## config.mk

```make
export PLATFORM = sky130hd
export DESIGN_NAME = multdiv_divider
export DESIGN_NICKNAME = d
export VERILOG_FILES = /design/src/rtl/multdiv_divider.sv
export SDC_FILE = /design/constraint.sdc
export NUM_CORES = 1
export LEC_CHECK = 0
export CAP_MARGIN = 20
export CORE_UTILIZATION = 50
export CTS_CLUSTER_DIAMETER = 80
export DETAILED_ROUTE_END_ITERATION = 8
export HOLD_SLACK_MARGIN = 0.05
export PLACE_DENSITY = 0.73
export RECOVER_POWER = 25
export SYNTH_ARGS = -nofsm -noshare
export SYNTH_HDL_FRONTEND = slang
export SYNTH_SLANG_ARGS = --single-unit
```

## constraint.sdc

```tcl
create_clock -name clock -period 11 [get_ports clock]
set_input_delay 2.2 -clock clock [delete_from_list [all_inputs] [get_ports clock]]
set_output_delay 2.2 -clock clock [all_outputs]
set_load 0.005 [all_outputs]
```

## src/rtl/multdiv_divider.sv

```systemverilog
// Iterative signed restoring divider, one quotient bit per clock; optional remainder port under `DIV_REMAINDER_EN.
// Latency: RDY high WIDTH+1 cycles after the start edge, or 1 cycle after it on divide-by-zero.
// No backpressure: the result is a one-cycle strobe, and a new ctrl_DIV aborts and restarts any operation in flight.
module multdiv_divider #(
    parameter int WIDTH = 32
) (
    input  logic             clock,
    input  logic             reset_n,
    input  logic             ctrl_DIV,
    input  logic [WIDTH-1:0] data_operandA,
    input  logic [WIDTH-1:0] data_operandB,
    output logic [WIDTH-1:0] data_result,
`ifdef DIV_REMAINDER_EN
    output logic [WIDTH-1:0] data_remainder,
`endif
    output logic             data_exception,
    output logic             data_resultRDY
);

    localparam int CW = $clog2(WIDTH);
    localparam logic [CW-1:0] LAST_CNT = CW'(WIDTH - 1);

    typedef enum logic [1:0] {
        S_IDLE,
        S_RUN,
        S_DONE,
        S_ZERO
    } state_t;

    state_t           state_q, state_d;
    logic [CW-1:0]    cnt_q, cnt_d;
    logic [WIDTH-1:0] quo_q, quo_d;
    logic [WIDTH-1:0] rem_q, rem_d;
    logic [WIDTH-1:0] babs_q, babs_d;
    logic             sign_a_q, sign_a_d;
    logic             sign_b_q, sign_b_d;
    logic [WIDTH-1:0] res_q, res_d;
    logic             exc_q, exc_d;
    logic             rdy_q, rdy_d;
`ifdef DIV_REMAINDER_EN
    logic [WIDTH-1:0] rem_out_q, rem_out_d;
`endif

    logic [WIDTH-1:0] a_abs, b_abs;
    logic [WIDTH:0]   r_shift;
    logic [WIDTH:0]   diff;
    logic [WIDTH-1:0] r_step, q_step;

    // Magnitudes are unsigned, so |-2^(WIDTH-1)| is exactly 2^(WIDTH-1).
    assign a_abs = data_operandA[WIDTH-1] ? (~data_operandA + 1'b1) : data_operandA;
    assign b_abs = data_operandB[WIDTH-1] ? (~data_operandB + 1'b1) : data_operandB;

    // Partial remainder stays below |B| <= 2^(WIDTH-1), so its top bit is always zero
    // and the shifted value fits WIDTH+1 bits with the sign of the trial subtract on top.
    always_comb begin
        r_shift = {rem_q, quo_q[WIDTH-1]};
        diff    = r_shift - {1'b0, babs_q};
        if (!diff[WIDTH]) begin
            r_step = diff[WIDTH-1:0];
            q_step = {quo_q[WIDTH-2:0], 1'b1};
        end else begin
            r_step = r_shift[WIDTH-1:0];
            q_step = {quo_q[WIDTH-2:0], 1'b0};
        end
    end

    always_comb begin
        state_d   = state_q;
        cnt_d     = cnt_q;
        quo_d     = quo_q;
        rem_d     = rem_q;
        babs_d    = babs_q;
        sign_a_d  = sign_a_q;
        sign_b_d  = sign_b_q;
        res_d     = res_q;
        exc_d     = exc_q;
        rdy_d     = 1'b0;
`ifdef DIV_REMAINDER_EN
        rem_out_d = rem_out_q;
`endif
        if (ctrl_DIV) begin
            // A start in any state discards whatever was in flight.
            if (data_operandB == '0) begin
                state_d   = S_ZERO;
                res_d     = '0;
                exc_d     = 1'b1;
                rdy_d     = 1'b1;
`ifdef DIV_REMAINDER_EN
                rem_out_d = data_operandA;
`endif
            end else begin
                state_d  = S_RUN;
                cnt_d    = '0;
                quo_d    = a_abs;
                rem_d    = '0;
                babs_d   = b_abs;
                sign_a_d = data_operandA[WIDTH-1];
                sign_b_d = data_operandB[WIDTH-1];
            end
        end else begin
            case (state_q)
                S_RUN: begin
                    quo_d = q_step;
                    rem_d = r_step;
                    cnt_d = cnt_q + 1'b1;
                    if (cnt_q == LAST_CNT) begin
                        state_d   = S_DONE;
                        res_d     = (sign_a_q ^ sign_b_q) ? (~q_step + 1'b1) : q_step;
                        exc_d     = 1'b0;
                        rdy_d     = 1'b1;
`ifdef DIV_REMAINDER_EN
                        rem_out_d = sign_a_q ? (~r_step + 1'b1) : r_step;
`endif
                    end
                end
                S_DONE:  state_d = S_IDLE;
                S_ZERO:  state_d = S_IDLE;
                default: state_d = S_IDLE;
            endcase
        end
    end

    always_ff @(posedge clock or negedge reset_n) begin
        if (!reset_n) begin
            state_q   <= S_IDLE;
            cnt_q     <= '0;
            quo_q     <= '0;
            rem_q     <= '0;
            babs_q    <= '0;
            sign_a_q  <= 1'b0;
            sign_b_q  <= 1'b0;
            res_q     <= '0;
            exc_q     <= 1'b0;
            rdy_q     <= 1'b0;
`ifdef DIV_REMAINDER_EN
            rem_out_q <= '0;
`endif
        end else begin
            state_q   <= state_d;
            cnt_q     <= cnt_d;
            quo_q     <= quo_d;
            rem_q     <= rem_d;
            babs_q    <= babs_d;
            sign_a_q  <= sign_a_d;
            sign_b_q  <= sign_b_d;
            res_q     <= res_d;
            exc_q     <= exc_d;
            rdy_q     <= rdy_d;
`ifdef DIV_REMAINDER_EN
            rem_out_q <= rem_out_d;
`endif
        end
    end

    assign data_result    = res_q;
    assign data_exception = exc_q;
    assign data_resultRDY = rdy_q;
`ifdef DIV_REMAINDER_EN
    assign data_remainder = rem_out_q;
`endif

endmodule

```

==> impl_metrics.json <==
{
  "run_status": "finished with violations",
  "failed_checks": "max-capacitance violations, max-slew violations",
  "timing.critical_path.from_type": "input pin",
  "yosysTopAreaCell": "sky130_fd_sc_hd__dfrtp_1",
  "boundaryPins": 101,
  "synth_area_per_cell_sq_um": 8.32,
  "met3_wirelength_um": 1210,
  "grt_setup_unrepaired": "false",
  "finalMaxSlewViolations": 88,
  "gp_congestion": 0.878,
  "cts_max_level": 4,
  "clk_latency_ps": 420,
  "critPathKind": "in -> async",
  "clockRootBuffer": "sky130_fd_sc_hd__clkbuf_16",
  "cts_buffer_depth": 2,
  "sw_frac_of_total": 0.388,
  "r2r_slack_ps": 6210,
  "post-route-drc-count": 0,
  "post_drt_wl_per_cell_um": 16.1,
  "avgViaCountPerCell": 5.86,
  "syn_nets": 1261,
  "post_detailed_routing_wire_length_um": 23800,
  "start_util": 0.512,
  "post_synth_instance_area_sq_um": 9620,
  "yosys-top-cells-area": "sky130_fd_sc_hd__dfrtp_1 (36%), sky130_fd_sc_hd__o21ai_0 (8.4%), sky130_fd_sc_hd__nand2_1 (6.8%)",
  "detailedRoute.firstIterationViolations": 629,
  "floorplan.die_area_sq_um": 19800,
  "final_hold_slack_ps": 476,
  "path_delay_family": "buffers and inverters",
  "power.density_nw_per_um2": 199,
  "cts_sinks": 139,
  "grt_overflow": 0,
  "drt_pre_antenna_iters": 7,
  "async_reset_ff_frac": 1.00,
  "seq_power_share": 0.294,
  "cts.repair.resized": 0,
  "critical_path.reg2reg.startpoint": "quo_q[31]$_DFFE_PN0P_",
  "sequential_share_of_the_synthesized_area": 0.362,
  "worstPathMaxFanout": 87,
  "critPathLaunch": "reset_n",
  "drive_above_1_share": 0.0452,
  "vdd.ir_drop.worst_mv": 0.149,
  "yosysTopAreaCellShare": 0.362,
  "post_synth_edffs": 0,
  "max_stage_delay_ps": 3190,
  "numPortBuffers": 100,
  "diodes": 0,
  "setup_total_negative_slack_ps": 0,
  "via_count": 8636,
  "crit-reg2reg-capture": "data_result[28]$_DFFE_PN0P_",
  "postCtsSetupBuffers": 0,
  "cap_violations": 1,
  "fmax_mhz": 166,
  "std_cell_rows": 50,
  "cp_data_required_time_ps": 10430,
  "dp_hpwl_um": 16900,
  "setup-violations-final": 0,
  "fp.dieH_um": 141,
  "finalHoldViolations": 0,
  "worst-path-stages": 1,
  "slew_headroom": -2.09,
  "crit_chain": "clkbuf_1",
  "critical_path_buf_inv_count": 1,
  "timing.clock.skew_ps": 7.54,
  "cp_data_arrival_time_ps": 5450,
  "core_area_sq_um": 18800,
  "m1WireLength_um": 11000,
  "final_nets": 1331,
  "die_w_um": 141,
  "fin_crit_ps": 6020,
  "critical_path.endpoint_type": "async pin",
  "topRoutingLayerUsed": "met4",
  "clkTransAtPathRegs_ps": 60,
  "postSynth.topFlopCell": "sky130_fd_sc_hd__dfrtp_1",
  "detailroute.wirelength.met2_um": 11200,
  "synth-seq-cells": 139,
  "cts_buffers": 17,
  "power.combinational.fraction": 0.425,
  "hold_path.class": "reg -> reg",
  "p_switching_uw": 878,
  "crit_end": "state_q[1]$_DFFE_PN0P_",
  "layout-area-overhead-vs-synth_pct": 18.6,
  "tritoncts": "yes",
  "post_synth_inst_count": 1156,
  "synth.distinct_cells": 69,
  "grt_start_max_net_pins": 88,
  "worst_r2r_path_depth": 17,
  "post-route-period-util": 0.547,
  "worst_margin_slew_ps": 4630,
  "final_core_utilization": 0.608,
  "antenna_violations_before_repair": 0,
  "p_leak_uw": 0.00496,
  "hold_buffers": 0,
  "crit_slowest_cell": "sky130_fd_sc_hd__clkbuf_1",
  "first_global_vias": 8036,
  "ant_nets": 0,
  "internal_power_uw": 1390,
  "grt_usage": 0.252,
  "clock_power_share": 0.281,
  "grt_first_pass_wirelength_um": 39900,
  "ys.warnings.count": 0
}
[power groups by stage]
| stage | Combinational [uW] | Clock (uW) | Sequential, uW |
|---|---|---|---|
| 2_1_floorplan | 738 | 0 | 648 |
| 3_3_place_gp | 929 | 0 | 670 |
| 3_5_place_dp | 949 | 0 | 671 |
| 4_1_cts | 955 | 643 | 664 |
| 5_1_grt | 1080 | 664 | 677 |
| 6_report | 962 | 637 | 666 |
[layout make-up]
type	count	area, sq um
Timing Repair Buffer	110	1090
Clock inverter	14	218
Multi-Input combinational cell	904	5700
Fill cell	1651	7360
Tap cell	234	293
Sequential cell	139	3480
Inverter	54	203
Clock buffer	18	429
[through the flow]
| step | std cells | power, uW | setup slack (ps) | area (sq um) |
|---|---|---|---|---|
| 6_report | 1473 | 2260 | 4980 | 11400 |
| 5_1_grt | 1473 | 2420 | 3970 | 11400 |
| 4_1_cts | 1472 | 2260 | 5730 | 11400 |
| 3_5_place_dp | 1440 | 1620 | 5280 | 10700 |
| 3_3_place_gp | 1440 | 1600 | 5370 | 10700 |
| 2_1_floorplan | 1156 | 1390 | 6510 | 9620 |
[worst min path at each step]
stage | startpoint | endpoint | slack, ps | cells after the start
6_report | babs_q[27]$_DFFE_PN0P_ | babs_q[27]$_DFFE_PN0P_ | 480 | 2
5_1_grt | data_result[2]$_DFFE_PN0P_ | data_result[2]$_DFFE_PN0P_ | 500 | 2
3_5_place_dp | data_result[4]$_DFFE_PN0P_ | data_result[4]$_DFFE_PN0P_ | 470 | 2
4_1_cts | data_result[4]$_DFFE_PN0P_ | data_result[4]$_DFFE_PN0P_ | 480 | 2
2_1_floorplan | babs_q[11]$_DFFE_PN0P_ | babs_q[11]$_DFFE_PN0P_ | 450 | 2
3_3_place_gp | data_result[29]$_DFFE_PN0P_ | data_result[29]$_DFFE_PN0P_ | 460 | 2
[metal layers]
| metal | vias to the layer above | track usage |
|---|---|---|
| met5 | - | 0 |
| met4 | 0 | 0.0812 |
| met3 | 29 | 0.0329 |
| met2 | 253 | 0.413 |
| met1 | 4080 | 0.344 |
| li1 | 4274 | - |
[synth_stat cells, types with 9 or more instances]
library cell               number
sky130_fd_sc_hd__a211oi_1       9
sky130_fd_sc_hd__and2_1         9
sky130_fd_sc_hd__o31ai_1       25
sky130_fd_sc_hd__a31oi_1       15
sky130_fd_sc_hd__o21ai_0      162
sky130_fd_sc_hd__nand3_1       19
sky130_fd_sc_hd__nand2_1      175
sky130_fd_sc_hd__xor2_1        60
sky130_fd_sc_hd__clkbuf_1      36
sky130_fd_sc_hd__or4_1         10
sky130_fd_sc_hd__mux2i_1       13
sky130_fd_sc_hd__nor4_1         9
sky130_fd_sc_hd__xnor2_1       49
sky130_fd_sc_hd__dfrtp_1      139
sky130_fd_sc_hd__buf_2         17
sky130_fd_sc_hd__nor2_1        61
sky130_fd_sc_hd__a21oi_1       59
sky130_fd_sc_hd__nand2b_1      13
sky130_fd_sc_hd__inv_1         54
sky130_fd_sc_hd__a21o_1        20
sky130_fd_sc_hd__nor3_1        24
sky130_fd_sc_hd__ha_1          37
sky130_fd_sc_hd__or3_1         11
sky130_fd_sc_hd__o41ai_1       11
sky130_fd_sc_hd__and3_1        10
[cell families after synthesis]
group,count (synthesis),synth area share
muxes,13,0.0135
DFF,139,0.362
buffers and inverters,113,0.0476
and+or+nand+nor,377,0.191
AOI/OAI and AO/OA,367,0.237
xor gates and xnor gates,109,0.0993
adders and majority gates,38,0.0502
[layout by cell type (no fill, tap or decap), types with 4 or more instances in the layout]
cell type	count
sky130_fd_sc_hd__nor3b_1	4
sky130_fd_sc_hd__nor3_1	24
sky130_fd_sc_hd__nand4_1	7
sky130_fd_sc_hd__clkdlybuf4s50_1	99
sky130_fd_sc_hd__o21ai_0	162
sky130_fd_sc_hd__o31ai_1	25
sky130_fd_sc_hd__clkbuf_16	17
sky130_fd_sc_hd__o21a_1	8
sky130_fd_sc_hd__nand3_1	19
sky130_fd_sc_hd__o41ai_1	11
sky130_fd_sc_hd__a221oi_1	5
sky130_fd_sc_hd__inv_1	54
sky130_fd_sc_hd__o211ai_1	5
sky130_fd_sc_hd__a31oi_1	15
sky130_fd_sc_hd__nand2b_1	13
sky130_fd_sc_hd__nor4_1	9
sky130_fd_sc_hd__and3_1	10
sky130_fd_sc_hd__nor2_1	61
sky130_fd_sc_hd__a21oi_1	59
sky130_fd_sc_hd__bufinv_16	5
sky130_fd_sc_hd__nand2_1	175
sky130_fd_sc_hd__nor2b_1	6
sky130_fd_sc_hd__buf_4	9
sky130_fd_sc_hd__and2_1	9
sky130_fd_sc_hd__dfrtp_1	139
sky130_fd_sc_hd__xor2_1	60
sky130_fd_sc_hd__a21o_1	20
sky130_fd_sc_hd__a211oi_1	9
sky130_fd_sc_hd__a32oi_1	6
sky130_fd_sc_hd__ha_1	37
sky130_fd_sc_hd__a41oi_1	6
sky130_fd_sc_hd__o31a_1	4
sky130_fd_sc_hd__mux2i_1	13
sky130_fd_sc_hd__xnor2_1	48
sky130_fd_sc_hd__or3_1	11
sky130_fd_sc_hd__or4_1	10
[state kept, by name, summed over array words and instances, names as in the netlist]
register        count
babs_q             32
cnt_q               5
data_exception      1
data_result        32
data_resultRDY      1
quo_q              32
rem_q              32
sign_a_q            1
sign_b_q            1
state_q             2
Power figures use the tool's default switching activity.
